<file path="config.mk">
export PLATFORM = sky130hd
export DESIGN_NAME = cdc_stream_bridge
export DESIGN_NICKNAME = d
export VERILOG_FILES = /design/src/rtl/cdc_stream_pkg.sv /design/src/rtl/char_xform.sv /design/src/rtl/cdc_stream_bridge.sv
export SDC_FILE = /design/constraint.sdc
export NUM_CORES = 1
export LEC_CHECK = 0
export CAP_MARGIN = 10
export CORE_ASPECT_RATIO = 1.5
export CORE_MARGIN = 10
export CORE_UTILIZATION = 50
export DETAILED_ROUTE_END_ITERATION = 6
export PLACE_DENSITY = 0.75
export SETUP_SLACK_MARGIN = 0.2
export SLEW_MARGIN = 20
export SYNTH_ARGS = -nofsm -noshare
export SYNTH_HDL_FRONTEND = slang
export SYNTH_SLANG_ARGS = --single-unit
</file>
<file path="constraint.sdc">
create_clock -name clk -period 3.3 [get_ports clk]
set_clock_uncertainty 0.1 [all_clocks]
set_input_delay 0.33 -clock clk [delete_from_list [all_inputs] [get_ports clk]]
set_output_delay 0.33 -clock clk [all_outputs]
set_load 0.005 [all_outputs]
</file>
<file path="src/rtl/cdc_stream_pkg.sv">
// Shared types and ASCII constants for the CDC byte-stream bridge.
package cdc_stream_pkg;

  typedef enum logic [1:0] {
    MODE_PASS  = 2'd0,
    MODE_UPPER = 2'd1,
    MODE_LOWER = 2'd2,
    MODE_SWAP  = 2'd3
  } mode_e;

  localparam logic [7:0] ASCII_LC_LO = 8'h61;
  localparam logic [7:0] ASCII_LC_HI = 8'h7A;
  localparam logic [7:0] ASCII_UC_LO = 8'h41;
  localparam logic [7:0] ASCII_UC_HI = 8'h5A;
  localparam logic [7:0] CASE_DELTA  = 8'h20;

endpackage

</file>
<file path="src/rtl/char_xform.sv">
// Purely combinational character-case transform. Only byte-wide data is
// treated as ASCII; any other width passes straight through.
module char_xform
  import cdc_stream_pkg::*;
#(
  parameter int DATA_W = 8
) (
  input  logic [DATA_W-1:0] din,
  input  mode_e             mode,
  output logic [DATA_W-1:0] dout
);

  if (DATA_W == 8) begin : g_ascii
    logic is_lc_s;
    logic is_uc_s;

    // Classify the byte and apply the selected case mapping.
    always_comb begin
      is_lc_s = (din >= ASCII_LC_LO) && (din <= ASCII_LC_HI);
      is_uc_s = (din >= ASCII_UC_LO) && (din <= ASCII_UC_HI);
      dout    = din;
      case (mode)
        MODE_UPPER: begin
          if (is_lc_s) dout = din - CASE_DELTA;
          else         dout = din;
        end
        MODE_LOWER: begin
          if (is_uc_s) dout = din + CASE_DELTA;
          else         dout = din;
        end
        MODE_SWAP: begin
          if (is_lc_s)      dout = din - CASE_DELTA;
          else if (is_uc_s) dout = din + CASE_DELTA;
          else              dout = din;
        end
        default: dout = din;
      endcase
    end
  end else begin : g_pass
    logic [1:0] unused_mode_s;
    assign unused_mode_s = mode;
    assign dout          = din;
  end

endmodule

</file>
<file path="src/rtl/cdc_stream_bridge.sv">
// Buffered byte-stream bridge between the CDC receive strobe and the
// send handshake: case transform, first-word-fall-through flop FIFO,
// sticky overflow and fill level. Define CDC_STREAM_BRIDGE_STATS_EN to
// build the drop counter and high-water mark; otherwise those ports read 0.
module cdc_stream_bridge
  import cdc_stream_pkg::*;
#(
  parameter int DATA_W = 8,
  parameter int DEPTH  = 16,
  parameter int MODE   = 1
) (
  input  logic                       clk,
  input  logic                       rstn,
  input  logic [DATA_W-1:0]          in_data,
  input  logic                       in_valid,
  output logic [DATA_W-1:0]          out_data,
  output logic                       out_valid,
  input  logic                       out_ready,
  input  logic [1:0]                 mode_sel,
  input  logic                       mode_we,
  output logic [$clog2(DEPTH):0]     level,
  output logic                       overflow,
  input  logic                       overflow_clr,
  output logic [15:0]                drop_cnt,
  output logic [$clog2(DEPTH):0]     hwm
);

  localparam int    AW       = $clog2(DEPTH);
  localparam int    LW       = AW + 1;
  localparam mode_e MODE_RST = mode_e'(MODE[1:0]);

  logic [DATA_W-1:0] mem_q [DEPTH];
  logic [LW-1:0]     wr_ptr_q, wr_ptr_d;
  logic [LW-1:0]     rd_ptr_q, rd_ptr_d;
  logic [LW-1:0]     level_q, level_d;
  mode_e             mode_q, mode_d;
  logic              overflow_q, overflow_d;
  logic [DATA_W-1:0] xform_s;
  logic              full_s, empty_s, pop_s, push_s, drop_s;

  char_xform #(.DATA_W(DATA_W)) u_xform (
    .din  (in_data),
    .mode (mode_q),
    .dout (xform_s)
  );

  assign full_s    = (level_q == LW'(DEPTH));
  assign empty_s   = (level_q == LW'(0));
  assign out_valid = !empty_s;
  assign pop_s     = out_valid && out_ready;
  assign push_s    = in_valid && (!full_s || pop_s);
  assign drop_s    = in_valid && full_s && !pop_s;
  assign level     = level_q;
  assign overflow  = overflow_q;

  // Present the head entry, forcing zero while the FIFO is empty.
  always_comb begin
    if (empty_s) out_data = '0;
    else         out_data = mem_q[rd_ptr_q[AW-1:0]];
  end

  // Next-state for pointers, occupancy, mode and sticky overflow.
  always_comb begin
    wr_ptr_d   = wr_ptr_q;
    rd_ptr_d   = rd_ptr_q;
    level_d    = level_q;
    mode_d     = mode_q;
    overflow_d = overflow_q;

    if (push_s) wr_ptr_d = wr_ptr_q + LW'(1);
    else        wr_ptr_d = wr_ptr_q;

    if (pop_s) rd_ptr_d = rd_ptr_q + LW'(1);
    else       rd_ptr_d = rd_ptr_q;

    if (push_s && !pop_s)      level_d = level_q + LW'(1);
    else if (pop_s && !push_s) level_d = level_q - LW'(1);
    else                       level_d = level_q;

    if (mode_we) mode_d = mode_e'(mode_sel);
    else         mode_d = mode_q;

    // A drop on the same edge as a clear keeps the flag set.
    if (drop_s)            overflow_d = 1'b1;
    else if (overflow_clr) overflow_d = 1'b0;
    else                   overflow_d = overflow_q;
  end

  // Control state registers with asynchronous reset.
  always_ff @(posedge clk or negedge rstn) begin
    if (!rstn) begin
      wr_ptr_q   <= '0;
      rd_ptr_q   <= '0;
      level_q    <= '0;
      mode_q     <= MODE_RST;
      overflow_q <= 1'b0;
    end else begin
      wr_ptr_q   <= wr_ptr_d;
      rd_ptr_q   <= rd_ptr_d;
      level_q    <= level_d;
      mode_q     <= mode_d;
      overflow_q <= overflow_d;
    end
  end

  // Storage array; contents are invisible once the pointers reset.
  always_ff @(posedge clk) begin
    if (push_s) mem_q[wr_ptr_q[AW-1:0]] <= xform_s;
  end

`ifdef CDC_STREAM_BRIDGE_STATS_EN
  logic [15:0]   drop_cnt_q, drop_cnt_d;
  logic [LW-1:0] hwm_q, hwm_d;

  // Saturating drop count and running maximum of the next occupancy.
  always_comb begin
    drop_cnt_d = drop_cnt_q;
    hwm_d      = hwm_q;
    if (drop_s && (drop_cnt_q != 16'hFFFF)) drop_cnt_d = drop_cnt_q + 16'd1;
    else                                    drop_cnt_d = drop_cnt_q;
    if (level_d > hwm_q) hwm_d = level_d;
    else                 hwm_d = hwm_q;
  end

  // Statistics registers, cleared only by reset.
  always_ff @(posedge clk or negedge rstn) begin
    if (!rstn) begin
      drop_cnt_q <= 16'd0;
      hwm_q      <= '0;
    end else begin
      drop_cnt_q <= drop_cnt_d;
      hwm_q      <= hwm_d;
    end
  end

  assign drop_cnt = drop_cnt_q;
  assign hwm      = hwm_q;
`else
  assign drop_cnt = 16'd0;
  assign hwm      = '0;
`endif

endmodule

</file>
==> metrics.cfg, run 1 <==
[clock_tree]
clock_latency_ns = 0.42
cts_buffers = 17
postCtsHoldBufs = 0
cts_sinks = 144
cts_buffer_depth = 2
cts_root_buffer = clkbuf_16
cts_tree = yes
clk_pin_slew_ns = 0.06
ctsHtreeMaxLevel = 4

[worst_setup_path]
critPathLaunchType = flop
worst-setup-path-type = reg -> out
arrival_ns = 2.55
r2r_setup_slack_ns = 0.41
critPathMaxStageDelay_ns = 0.55
slowest_stage = mux4_1
cp_max_fo = 16
path_cells = buf_12 > mux4_1 > mux2_2 > o21ai_1 > a21oi_1 > clkdlybuf4s50_1
cp.required_ns = 2.87
endpoint_kind = output port

[logic_synthesis]
synth_top_area_share = 0.6181
ys_warn_count = 0
synth-seq-area-share = 0.6827
syn_inst = 347
ys.flop_type = edfxtp_1
synth_top_cell_by_area = edfxtp_1
ys_types = 43
netlist_area_um2 = 6218
async_flop_share = 0.1111
syn_avg_cell_area_um2 = 17.92
synthTopCellsByArea = edfxtp_1, mux4_2, dfrtp_1
synth-seq-cells = 144
synth_edf_count = 128

[placed_design]
io_buffers = 30
place_congestion = 0.8080
dp_hpwl_um = 8159
post-place-ws_ns = 0.3413

[timing]
layout_setup_ws_ns = 0.3229
rsz0062_at_grt = yes
report.final.slew_viol_count = 0
period_share = 0.9022
tightest_slew_ns = 0.7767
period_needed_ns = 2.977
fmax_ghz = 0.3359
hold_viol = 0
relSlewSlack = 0.4822
setup_viol = 0
fin_setup_tns_ns = 0

[min_path]
hold_class = in -> async

[grt]
antenna_found_initial = 0
grt_max_degree = 25
grt-ovfl-total = 0
grtUsageTotal = 0.1471
grt_pass1_wl_um = 19560
grt_pass1_vias = 3433

[layout]
mostFrequentLayoutCells = edfxtp_1, buf_4, clkdlybuf4s50_1
multiInputGateArea_um2 = 1745
diodes = 0
fillers = 830
mostFrequentLayoutCell = edfxtp_1
area_growth_pct = 20.18
drive_above_1_share = 0.2382
nNetsFinal = 439
regArea_um2 = 4247

[floorplan]
core_um2 = 12080
initial_core_util = 0.5149
dieArea_um2 = 17390
rows = 49
die_y_um = 156.6
die_w_um = 111.1
io_pins = 52

[power]
power.density_nw_per_um2 = 878.4
ir_drop_mv = 0.5419
leakagePower_nw = 2.708

[detailed_routing]
drc = 0
firstDrtPassIters = 4
routedWlPerCell_um = 21.21
vias = 3246
viasPerCell = 5.626
drt-total-wl_um = 12240
drtIter0Drc = 231
antenna_left = 0

[run_status]
status = complete, no violations

[job]
drv_cap = 0

==> critical path: cells and delay by family, from the launching register on <==
kind	cells	cell delay, ns
mux	2	0.83
buf+inv	2	0.67
flops	1	0.41
compound gates	2	0.21
==> Yosys cell counts (2+ instances only) <==
library cell / instances
nor3_1: 9
buf_6: 3
mux4_2: 23
buf_2: 4
dfrtp_1: 15
ha_1: 11
o21ai_0: 2
nor2_1: 16
clkbuf_1: 5
mux2_2: 10
buf_4: 22
buf_12: 2
mux4_1: 9
mux2i_1: 9
inv_1: 8
nand2_1: 13
a21o_1: 2
nand3_1: 2
edfxtp_1: 128
a211oi_1: 2
a21oi_1: 11
nand2b_1: 3
mux2_1: 2
xnor2_1: 8
o21ai_1: 10
==> metal layers <==
metal	up-vias	track usage	part of all wire
met1	1649	0.1609	0.37
met4	0	0.05893	0.012
li1	1458	-	-
met3	8	0.05549	0.076
met2	131	0.2534	0.54
met5	-	0	0
==> report_power, final <==
part	total (mW)	internal (mW)	switching [mW]	leakage, nW
combinational	2.03	1.11	0.920	1.05
clock	2.09	1.35	0.741	0.311
sequential	2.44	2.24	0.205	1.35
==> flip-flops by register name, indices dropped and copies added (netlist names) <==
signal	cells
mode_q	2
level	5
wr_ptr_q	4
mem_q	128
rd_ptr_q	4
overflow	1
==> worst paths after layout <==
path                          endpoint   startpoint  depth (start not counted)
hold / removal                overflow         rstn                          1
setup reg to reg              level[4]     level[1]                          9
min in group clk           rd_ptr_q[3]  rd_ptr_q[3]                          1
hold reg to reg            rd_ptr_q[3]  rd_ptr_q[3]                          1
setup / recovery           out_data[3]  rd_ptr_q[1]                          6
max in group asynchronous  rd_ptr_q[1]         rstn                          1
==> stage by stage <==
step / cell area, µm² / total power, mW / hold WS [ns] / cells / utilization
final: 7473 / 6.565 / 0.2512 / 577 / 0.6188
after global routing: 7473 / 6.893 / 0.2872 / 577 / 0.6188
after CTS: 7452 / 6.641 / 0.2565 / 577 / 0.6170
after detailed placement: 6731 / 4.454 / 0.3731 / 540 / 0.5573
after global placement: 6731 / 4.406 / 0.3614 / 540 / 0.5573
after floorplan: 6294 / 3.780 / -0.06559 / 367 / -
==> area by class of cell <==
class                   count  share of cell area
clock buffers              17             0.05692
inverters                   8            0.004018
flip-flops and latches    144              0.5682
clock inverters            15             0.03131
repair buffers             62             0.08036
multi-input cells         178              0.2336
well taps                 153             0.02562
==> cell families after synthesis <==
logic type,count (synthesis),synth area share
buffers and inverters,45,0.05010
adders and majority gates,12,0.02535
DFF,144,0.6827
other,1,0.0006030
and+or+nand+nor,49,0.03682
muxes,53,0.1575
xor gates and xnor gates,9,0.01268
AOI/OAI and AO/OA,34,0.03420
==> what timing repair did <==
item                                    CTS  global route
gates resized for setup                   3             7
endpoints found under the setup margin    6             7
buffers inserted                          4             0
gates cloned                              1             0
pin swaps                                 0             0
Power figures use the tool's default switching activity.
==> run 2: changes to the inputs <==
- GPL_TIMING_DRIVEN: default -> 0
==> run 2 against run 1 <==
First-iteration DRC count decreased by 5.6%. Flip-flop and latch count unchanged. Core utilization about the same. Final cell count increased by 1.2%. Global-route usage decreased by 0.39 points. Maximum frequency decreased by 1.2%. Sequential share of layout area about the same. Worst setup slack got worse by 0.036 ns. Critical endpoint is now level[4].
==> metrics.cfg, run 2 (synthesis gave the netlist of run 1 again) <==
[floorplan]
die_w_um = 111.1  ; unchanged
initial_core_util = 0.5149  ; unchanged
dieArea_um2 = 17390  ; unchanged
die_y_um = 156.6  ; unchanged
io_pins = 52  ; unchanged
rows = 49  ; unchanged
core_um2 = 12080  ; unchanged

[placed_design]
io_buffers = 30  ; unchanged
placed_area_um2 = 6808  ; +1.1%
dp_hpwl_um = 8148  ; -0.13%
place_congestion = 0.7387  ; -8.6%
dp_cells = 551  ; +2.0%

[timing]
report.final.slew_viol_count = 0  ; unchanged
rsz0062_at_grt = yes
period_share = 0.9131  ; +0.01092
setup_viol = 0  ; unchanged
hold_viol = 0  ; unchanged
fmax_ghz = 0.3319  ; -1.2%
relSlewSlack = 0.4458  ; -0.03639
tightest_slew_ns = 0.8282  ; +0.05153 ns
worst_hold_slack_ns = 0.2788  ; +0.02757 ns
period_needed_ns = 3.013  ; +0.03604 ns

[layout]
mostFrequentLayoutCell = edfxtp_1
stdcell_area_um2 = 7468  ; about the same
fin_cells = 584  ; +1.2%
area_growth_pct = 20.10  ; about the same
drive_above_1_share = 0.2622  ; +0.02397
nNetsFinal = 446  ; +1.6%
mostFrequentLayoutCells = edfxtp_1, clkdlybuf4s50_1, buf_4, mux4_2, conb_1
largest_register_ffs = 128  ; unchanged
diodes = 0  ; unchanged

[clock_tree]
clock_latency_ns = 0.41  ; about the same
ctsHtreeMaxLevel = 4  ; unchanged
cts_buffer_depth = 2  ; unchanged
cts_buffers = 17  ; unchanged
cts_tree = yes
cts_sinks = 144  ; unchanged
cts_root_buffer = clkbuf_16
postCtsHoldBufs = 0  ; unchanged
clk_pin_slew_ns = 0.06  ; about the same

[worst_setup_path]
critPathMaxStageDelay_ns = 0.47  ; -0.08 ns
cp_max_fo = 6  ; -10
critPathLaunchType = flop
worst-setup-path-type = reg -> reg
slowest_stage = dfrtp_1
arrival_ns = 3.20  ; +0.65 ns
cp.required_ns = 3.49  ; +0.62 ns
r2r_setup_slack_ns = 0.29  ; -0.12 ns
endpoint_kind = flop
path_cells = nor4_4 > nand2b_1 > nand2_1 > ha_2 > inv_1 > fa_1 > a21o_1 > a21oi_1 > mux2i_1 > o31ai_1

[power]
power.density_nw_per_um2 = 864.4  ; -1.6%
leakagePower_nw = 2.670  ; -1.4%
ir_drop_mv = 0.5080  ; -6.2%

[detailed_routing]
drt-total-wl_um = 12130  ; -0.83%
antenna_left = 0  ; unchanged
routedWlPerCell_um = 20.78  ; -2.0%
drtIter0Drc = 218  ; -5.6%
firstDrtPassIters = 4  ; unchanged
drc = 0  ; unchanged
vias = 3222  ; -0.74%
viasPerCell = 5.517  ; -1.9%

[grt]
grt_pass1_wl_um = 19150  ; -2.1%
grt_max_degree = 21  ; -16%
grt_pass1_vias = 3388  ; -1.3%
grt-ovfl-total = 0  ; unchanged
grtUsageTotal = 0.1431  ; -0.003944
antenna_found_initial = 0  ; unchanged

[job]
drv_cap = 0  ; unchanged

[min_path]
hold_class = in -> async

[run_status]
status = complete, no violations

==> run 2: cell types whose count changed in the layout (fill, tap and decap cells not counted), moves of 4 or more <==
cell / change
clkdlybuf4s50_1: +4
nor3_2: +4
nor3_1: -4
inv_6: +5
buf_4: -5
clkbuf_1: +4
buf_6: +4
==> run 2: report_power, final <==
group / internal [mW] / leakage (nW) / switching, mW
clock: 1.13 / 0.287 / 0.765
combinational: 1.13 / 1.04 / 1.06
sequential: 2.24 / 1.35 / 0.126
==> run 2: final timing paths <==
check	from	to	cells after the start
setup / recovery	level[0]	level[4]	10
hold / removal	rstn	overflow	1
hold reg to reg	mode_q[1]	mode_q[1]	1
min in group clk	mode_q[1]	mode_q[1]	1
max in group asynchronous	rstn	rd_ptr_q[0]	1
setup reg to reg	level[0]	level[4]	10
==> run 2: layer usage <==
metal / global-route usage / vias up / share of wire
met5: 0 / - / 0
li1: - / 1478 / -
met3: 0.04363 / 8 / 0.062
met4: 0.05586 / 0 / 0.0079
met1: 0.1649 / 1614 / 0.41
met2: 0.2455 / 122 / 0.52
==> run 2: per-stage QoR <==
step                      setup slack, ns    util  setup TNS [ns]  power (mW)
after floorplan                    0.5952       -               0       3.780
after global placement            -0.2798  0.5618          -4.474       4.461
after detailed placement          -0.1759  0.5637          -4.475       4.544
after CTS                          0.2048  0.6143               0       6.487
after global routing               0.1018  0.6184               0       6.777
final                              0.2869  0.6184               0       6.456
==> run 2: layout make-up <==
class                      count  area, µm²
fill                         834       4609
sequential                   144       4245
multi-input combinational    178       1789
clock buffer                  17      425.4
timing repair buffer          32      316.6
buffer                        37      299.0
tap                          153      191.4
clock inverter                15      171.4
inverter                       8      30.03
==> run 2: repair_timing <==
action,in CTS,in global routing
resized for setup,8,10
endpoints found under the setup margin,9,37
pin swaps,0,1
buffers inserted,0,1
==> run 2: critical path, delay by kind of cell, from the launching register on <==
family / cells / cell delay [ns]
AO/OA/AOI/OAI: 3 / 0.52
adder cells (fa/ha/maj): 2 / 0.68
buffers and inverters: 1 / 0.13
flip-flops: 1 / 0.47
multiplexers: 1 / 0.23
AND/OR/NAND/NOR: 3 / 0.74
==> run 3: changes to the inputs <==
- CORE_UTILIZATION: 50 -> 58
- PLACE_DENSITY: 0.75 -> 0.85
==> run 3 against run 2 <==
Power is 0.69% higher. Maximum frequency is essentially flat. Combinational power barely moved. Worst setup slack got worse by 0.00083 ns. Global-route usage rose by 2.8 points. Non-clock buffer count fell by 1. Sequential share of layout area up 0.13 points. Die area shrank 12%. Register-to-register slack about the same. Final cell count shrank 1.7%. Count of clock-buffer cells in the layout is 3 higher. Largest cell class unchanged.
==> metrics.cfg, run 3 (synthesis gave the netlist of run 1 again) <==
[grt]
grt_pass1_wl_um = 19980  ; +4.4%
antenna_found_initial = 0  ; unchanged
grt-ovfl-total = 0  ; unchanged
grtUsageTotal = 0.1716  ; +0.02850
grt_max_degree = 21  ; unchanged
grt_pass1_vias = 3504  ; +3.4%

[clock_tree]
postCtsHoldBufs = 0  ; unchanged
cts_sinks = 144  ; unchanged
cts_root_buffer = clkbuf_16
cts_tree = yes
clock_latency_ns = 0.42  ; about the same
cts_buffer_depth = 2  ; unchanged
clk_pin_slew_ns = 0.06  ; about the same
cts_setup_buffers = 0  ; unchanged
ctsHtreeMaxLevel = 4  ; unchanged
cts_buffers = 17  ; unchanged

[floorplan]
die_y_um = 146.8  ; -6.2%
initial_core_util = 0.5904  ; +0.07554
dieArea_um2 = 15350  ; -12%
rows = 46  ; -6.1%
io_pins = 52  ; unchanged
core_um2 = 10530  ; -13%
die_w_um = 104.5  ; -5.9%

[worst_setup_path]
r2r_setup_slack_ns = 0.30  ; about the same
cp_max_fo = 10  ; +4
arrival_ns = 2.58  ; -0.62 ns
reg2reg_from = level[0]
endpoint_kind = output port
worst-setup-path-type = reg -> out
critPathLaunchType = flop
r2r-end = level[4]
cp.required_ns = 2.87  ; -0.62 ns
reg2reg_depth = 10  ; unchanged

[timing]
fmax_ghz = 0.3318  ; about the same
fin_setup_tns_ns = 0  ; unchanged
period_needed_ns = 3.014  ; +0.0008300 ns
report.final.slew_viol_count = 0  ; unchanged
relSlewSlack = 0.4283  ; -0.01747
worst_hold_slack_ns = 0.2575  ; -0.02127 ns
period_share = 0.9133  ; about the same
rsz0062_at_grt = yes
layout_setup_ws_ns = 0.2860  ; -0.0008300 ns
setup_viol = 0  ; unchanged
tightest_slew_ns = 0.8543  ; +0.02611 ns
hold_viol = 0  ; unchanged

[layout]
mostFrequentLayoutCell = edfxtp_1
largest_register_ffs = 128  ; unchanged
mostFrequentLayoutCells = edfxtp_1, clkdlybuf4s50_1, mux4_2
area_growth_pct = 19.82
drive_above_1_share = 0.2349  ; -0.02730
fin_util = 0.7074  ; +0.08906
diodes = 0  ; unchanged
nNetsFinal = 445  ; -0.22%

[detailed_routing]
routedWlPerCell_um = 22.09  ; +6.3%
vias = 3350  ; +4.0%
drt-total-wl_um = 12680  ; +4.5%
drtIter0Drc = 259  ; +19%
viasPerCell = 5.836  ; +5.8%
firstDrtPassIters = 5  ; +1
antenna_left = 0  ; unchanged
drc = 0  ; unchanged

[power]
leakagePower_nw = 2.702  ; +1.2%
power.density_nw_per_um2 = 872.3  ; +0.92%
ir_drop_mv = 0.7083  ; +39%

[placed_design]
post-place-ws_ns = -0.1205  ; +0.05546 ns
dp_hpwl_um = 8280  ; +1.6%
place_congestion = 0.7713  ; +4.4%
io_buffers = 30  ; unchanged

[run_status]
status = complete, no violations

[job]
drv_cap = 0  ; unchanged

[min_path]
hold_class = in -> async

run 3: worst max path at each step:
stage | start | to | slack (ns) | cells past startpoint
2_1_floorplan | level[1] | level[4] | 0.60 | 9
3_3_place_gp | in_data[0] | mem_q[1][6] | -0.31 | 5
3_5_place_dp | in_data[0] | mem_q[1][7] | -0.12 | 5
4_1_cts | rd_ptr_q[1] | out_data[4] | 0.21 | 7
5_1_grt | level[0] | level[4] | 0.12 | 10
6_report | rd_ptr_q[1] | out_data[2] | 0.29 | 7
run 3: layout make-up:
cell class	count	area (µm²)
sequential	144	4245
fill	617	3082
multi-input combinational	178	1775
clock buffer	20	436.7
timing repair buffer	31	316.6
buffer	37	301.5
tap	144	180.2
clock inverter	12	165.2
inverter	8	30.03
run 3: timing repair:
action | 4_1_cts | 5_1_grt
resized for setup | 5 | 12
setup endpoints to repair | 9 | 39
pin swaps | 0 | 1
run 3: through the flow:
stage	power, mW	area (µm²)	std cells
2_1_floorplan	3.780	6294	367
3_3_place_gp	4.438	6774	541
3_5_place_dp	4.533	6797	542
4_1_cts	6.514	7413	574
5_1_grt	6.789	7451	574
6_report	6.500	7451	574
run 3: power by group:
group	total [mW]	switching, mW	internal [mW]
clock network	1.93	0.676	1.25
logic	2.19	1.08	1.11
registers	2.38	0.132	2.24
run 3: worst max-delay path: stages (launching register included):
cell	delay, ns
dfrtp_1	0.36
buf_6	0.16
buf_12	0.15
mux4_2	0.50
mux2_2	0.29
o21ai_1	0.14
a21oi_1	0.07
clkdlybuf4s50_1	0.49
run 3: routing by layer:
layer | track usage | wire (µm)
met1 | 0.2071 | 5092
met2 | 0.2784 | 6393
met3 | 0.04991 | 887
met4 | 0.07891 | 307
met5 | 0 | 0
